[src/rtl/serial_packet_writer.sv]
// Serial-to-parallel framer feeding the SRAM FIFO; tracks FIFO occupancy and gates reads.
// Optional parity stage and parityErr port enabled by defining PARITY_CHECK_EN.
module serial_packet_writer #(
  parameter int BITS  = 8,
  parameter int DEPTH = 3
) (
  input  logic             clk,
  input  logic             rst,
  input  logic             serialIn,
  input  logic             bitValid,
  input  logic             frameStart,
  input  logic             readReq,
  output logic             writeMode,
  output logic [BITS-1:0]  packetOut,
  output logic             readMode,
  output logic [DEPTH:0]   fifoCount,
  output logic             empty,
  output logic             full,
  output logic             overflow,
  output logic             underflow,
  output logic             frameErr
`ifdef PARITY_CHECK_EN
  ,
  output logic             parityErr
`endif
);

  localparam int CW = $clog2(BITS + 1);
  localparam logic [DEPTH:0] SLOTS = {1'b1, {DEPTH{1'b0}}};

  typedef enum logic [1:0] {
    IDLE,
    SHIFT,
`ifdef PARITY_CHECK_EN
    PARITY,
`endif
    COMMIT
  } state_t;

  state_t          state, nextState;
  logic [CW-1:0]   bitCnt, nextCnt;
  logic [BITS-1:0] shiftReg, nextShift, shifted;
  logic            nextFrameErr;
  logic            commit;
  logic            wrAccept;
`ifdef PARITY_CHECK_EN
  logic            nextParityErr;
`endif

  assign shifted  = {shiftReg[BITS-2:0], serialIn};
  assign empty    = (fifoCount == '0);
  assign full     = (fifoCount == SLOTS);
  assign readMode = readReq & ~empty;
  assign wrAccept = commit & ~full;

  always_comb begin
    nextState    = state;
    nextCnt      = bitCnt;
    nextShift    = shiftReg;
    nextFrameErr = 1'b0;
    commit       = 1'b0;
`ifdef PARITY_CHECK_EN
    nextParityErr = 1'b0;
`endif
    case (state)
      IDLE: begin
        if (bitValid && frameStart) begin
          nextShift = shifted;
          nextCnt   = CW'(1);
          nextState = SHIFT;
        end
      end
      SHIFT: begin
        if (bitValid) begin
          nextShift = shifted;
          if (frameStart) begin
            nextFrameErr = 1'b1;
            nextCnt      = CW'(1);
          end else if (bitCnt == CW'(BITS - 1)) begin
            nextCnt = CW'(BITS);
`ifdef PARITY_CHECK_EN
            nextState = PARITY;
`else
            nextState = COMMIT;
`endif
          end else begin
            nextCnt = bitCnt + CW'(1);
          end
        end
      end
`ifdef PARITY_CHECK_EN
      PARITY: begin
        if (bitValid) begin
          if (frameStart) begin
            nextShift    = shifted;
            nextFrameErr = 1'b1;
            nextCnt      = CW'(1);
            nextState    = SHIFT;
          end else if (^{shiftReg, serialIn}) begin
            // Odd total parity: drop the packet without touching occupancy
            nextParityErr = 1'b1;
            nextCnt       = '0;
            nextState     = IDLE;
          end else begin
            nextState = COMMIT;
          end
        end
      end
`endif
      COMMIT: begin
        commit    = 1'b1;
        nextCnt   = '0;
        nextState = IDLE;
      end
      default: begin
        nextCnt   = '0;
        nextState = IDLE;
      end
    endcase
  end

  always_ff @(posedge clk) begin
    if (rst) begin
      state    <= IDLE;
      bitCnt   <= '0;
      shiftReg <= '0;
      frameErr <= 1'b0;
`ifdef PARITY_CHECK_EN
      parityErr <= 1'b0;
`endif
    end else begin
      state    <= nextState;
      bitCnt   <= nextCnt;
      shiftReg <= nextShift;
      frameErr <= nextFrameErr;
`ifdef PARITY_CHECK_EN
      parityErr <= nextParityErr;
`endif
    end
  end

  // The commit decision and the occupancy update share the same edge, so a
  // read in the commit cycle cancels the increment and the count holds.
  always_ff @(posedge clk) begin
    if (rst) begin
      writeMode <= 1'b0;
      packetOut <= '0;
      fifoCount <= '0;
      overflow  <= 1'b0;
      underflow <= 1'b0;
    end else begin
      writeMode <= wrAccept;
      overflow  <= commit & full;
      underflow <= readReq & empty;
      if (wrAccept) packetOut <= shiftReg;
      case ({wrAccept, readMode})
        2'b10:   fifoCount <= fifoCount + 1'b1;
        2'b01:   fifoCount <= fifoCount - 1'b1;
        default: fifoCount <= fifoCount;
      endcase
    end
  end

  countInRange: assert property (@(posedge clk) disable iff (rst) fifoCount <= SLOTS);

endmodule

[config.mk]
export PLATFORM = sky130hd
export DESIGN_NAME = serial_packet_writer
export DESIGN_NICKNAME = d
export VERILOG_FILES = /design/src/rtl/serial_packet_writer.sv
export SDC_FILE = /design/constraint.sdc
export NUM_CORES = 1
export LEC_CHECK = 0
export ABC_AREA = 1
export BUFFER_PORTS_ARGS = -buffer_cell sky130_fd_sc_hd__buf_2
export CORE_AREA = 2 2 52 54
export CTS_CLUSTER_SIZE = 8
export DETAILED_ROUTE_END_ITERATION = 7
export DIE_AREA = 0 0 54 56
export GPL_ROUTABILITY_DRIVEN = 0
export PLACE_DENSITY_LB_ADDON = 0.2
export SYNTH_ARGS = -nofsm -noshare
export SYNTH_HDL_FRONTEND = slang
export SYNTH_SLANG_ARGS = --single-unit
[constraint.sdc]
create_clock -name clk -period 5.1 [get_ports clk]
set_clock_uncertainty 0.05 [all_clocks]
set_input_delay 0.765 -clock clk [delete_from_list [all_inputs] [get_ports clk]]
set_output_delay 0.765 -clock clk [all_outputs]
set_load 0.02 [all_outputs]
==> summary.txt <==
Global routing
  • First-pass GRT wire length: 4340 um
  • Global-route congestion overflow total: 0
  • Vias in the first global route: 990
  • Initial antenna violation count: 0
  • Pin count of the biggest net entering global routing: 27
  • GRT Util Overall: 19.3%

Cells and area
  • Post-layout util: 61.6%
  • Layout cells sized above 1: 18.5%
  • Footprint of the multi-input gates: 621 um2
  • Diode count: 0
  • Fill cells: 241
  • FF/Latch Area: 601 um2
  • Final cell count without fillers: 230
  • P&R area growth vs syn: 13.8%
  • # nets final: 211

Logic synthesis
  • Syn avg cell area: 7.56 um2
  • Number of distinct library cells after synthesis: 25
  • Post-Synthesis Cell Area: 1320 um2
  • Seq cells post-synth: 30
  • Sequential fraction of the synthesis area: 45.6%
  • Async S/R FF share, synth: 0%
  • Syn nets: 185
  • YS warnings: 0
  • Post-synth top flop: dfxtp_1
  • Gate Count Post-Synth: 174
  • EDFF count, synth: 0

STA
  • Final Hold Viols: 0
  • WHS: 0.416 ns
  • Final Critical Period: 2.55 ns
  • Setup violations, final: 0
  • Max Slew Vio Count: 0
  • Max-slew headroom: 68.9%
  • Final Worst Setup Slack: 2.55 ns
  • Tightest Pin Transition: 0.467 ns
  • F_max: 0.393 GHz
  • RSZ-0062 raised after global routing: false
  • Fin crit share: 49.9%
  • Total negative slack: 0 ns

Clock network
  • Cts hold-fix bufs: 0
  • CTS sink count: 30
  • CTS resizes: 0
  • Setup bufs post-CTS: 0
  • Clock buffer depth: 2
  • Clock Latency Late Sink: 0.32 ns
  • CTS clk-pin slew, worst paths: 0.09 ns
  • CTS tree: done
  • CTS Buf Count: 5
  • CTS H-tree depth: 2
  • Clock root buffer: clkbuf_4

Routing
  • First-pass detailed-route iteration total: 4
  • Vias per cell: 5.08
  • Residual DRC: 0
  • Via count: 1169
  • WL final: 2590 um
  • Antenna-violating nets left: 0
  • WL per Instance: 11.3 um
  • Drt first-iter violations: 22

Setup path
  • Startpoint Class: flip-flop
  • Worst Path Required: 5.30 ns
  • Worst stage delay on the critical path: 0.42 ns
  • Critical path data arrival time: 2.75 ns
  • Stages on worst setup path: 12
  • Worst reg2reg path depth: 12
  • Most used cell, CP: nand2_1
  • Crit path buffers/inverters: 1
  • Crit path max-delay family: simple AND/OR/NAND/NOR gates
  • Crit path kind: flip-flop to flip-flop
  • CP Max Fanout: 12
  • Crit path capture type: flip-flop
  • Crit-path slowest cell: nor2_2
  • Worst path cell trace: inv_1 -> nor2_2 -> nand2_2 -> ha_1 -> ha_1 -> nand2_1 -> nand2_1 -> nor2_1 -> nand2_1 -> nand2_1 -> nand2_1 -> a21oi_1

Outcome
  • Outcome: finished clean

Die
  • Die W: 54 um
  • Std cell rows: 18
  • Core Area: 2430 um2
  • Num ports: 25
  • Initial core utilization: 54.1%
  • Height of the chip: 56 um
  • Die ar.: 3020 um2

Placement
  • Post-DP HPWL: 1890 um
  • Place WS: 2.57 ns
  • PortBufs: 24
  • # placed instances: 223

Pwr
  • Cell Pwr Density: 434 nW/um2
  • Worst VDD drop: 0.000303 V
  • Static Leak: 0.000661 uW

Run
  • Max_cap viols: 0

Hold path
  • Worst hold path class: flip-flop to flip-flop
  • Min-Delay Path Depth: 2
area by class of cell:
type / count / area share (%)
timing repair buffer: 24 / 8.02
tap: 30 / 2.51
sequential: 30 / 40.1
multi-input combinational: 120 / 41.4
clock buffer: 5 / 2.51
clock inverter: 2 / 0.668
inverter: 19 / 4.76
worst register-to-register path: stages (launching register included):
cell	delay, ns
dfxtp_1	0.36
inv_1	0.20
nor2_2	0.42
nand2_2	0.23
ha_1	0.32
ha_1	0.37
nand2_1	0.11
nand2_1	0.05
nor2_1	0.10
nand2_1	0.06
nand2_1	0.06
nand2_1	0.05
a21oi_1	0.10
logic make-up after synthesis:
kind of cell	Yosys count	share of synthesized area, %
and+or+nand+nor	80	27.3
AOI/OAI and AO/OA	32	12.5
DFF	30	45.6
buffers and inverters	24	7.22
adders and majority gates	5	5.32
xor gates and xnor gates	3	2.00
final timing paths:
check | startpoint | endpoint | slack [ns]
max | state[1] | fifoCount[3] | 2.55
min | packetOut[4] | packetOut[4] | 0.42
min reg2reg | packetOut[4] | packetOut[4] | 0.42
max reg2reg | state[1] | fifoCount[3] | 2.55
state kept, by name (all words and copies together), names as in the netlist:
name	cells
packetOut	8
shiftReg	8
bitCnt	4
fifoCount	4
state	2
frameErr	1
overflow	1
underflow	1
writeMode	1
cell usage after synthesis, types with 2 or more instances:
library cell	n	share of area, %
ha_1	4	3.8
xnor2_1	2	1.3
inv_1	18	5.1
o21ai_0	4	1.5
nand2_2	2	0.95
a21oi_1	25	9.5
nand3_1	24	9.1
nand2_1	35	10
nor3_1	4	1.5
clkbuf_1	3	0.86
nor2_1	10	2.9
dfxtp_1	30	46
per-layer routing:
| metal | share of wire [%] | routed length (um) | global-route usage, % |
|---|---|---|---|
| met5 | 0 | 0 | 0 |
| met4 | 1.5 | 40 | 7.50 |
| met3 | 4.1 | 105 | 6.45 |
| met2 | 48 | 1240 | 30.0 |
| met1 | 47 | 1210 | 24.0 |
power breakdown:
| part | internal, uW | switching, uW | total, uW |
|---|---|---|---|
| logic | 88.9 | 163 | 251 |
| clock network | 49.4 | 75.2 | 125 |
| registers | 253 | 21.0 | 274 |
placed cells by master (no fill, tap or decap), drive strengths merged:
| master | synthesis | routed |
|---|---|---|
| a21oi | 25 | 25 |
| nor3 | 4 | 4 |
| xor2 | 1 | 1 |
| clkbuf | 3 | 5 |
| xnor2 | 2 | 2 |
| buf | 2 | 24 |
| nand4 | 1 | 1 |
| ha | 4 | 4 |
| nand2 | 38 | 38 |
| nand3 | 24 | 24 |
| inv | 19 | 19 |
| clkinv | 0 | 2 |
| fa | 1 | 1 |
| nor2 | 11 | 11 |
| o21ai | 6 | 6 |
| nand3b | 1 | 1 |
| or2 | 1 | 1 |
| a31oi | 1 | 1 |
| dfxtp | 30 | 30 |
through the flow:
| stage | total power (uW) | instance area (um2) |
|---|---|---|
| 2_1_floorplan | 465 | 1320 |
| 3_3_place_gp | 525 | 1450 |
| 3_5_place_dp | 531 | 1450 |
| 4_1_cts | 657 | 1500 |
| 5_1_grt | 697 | 1500 |
| 6_report | 651 | 1500 |
No activity file was read; power rests on OpenSTA's default activity.
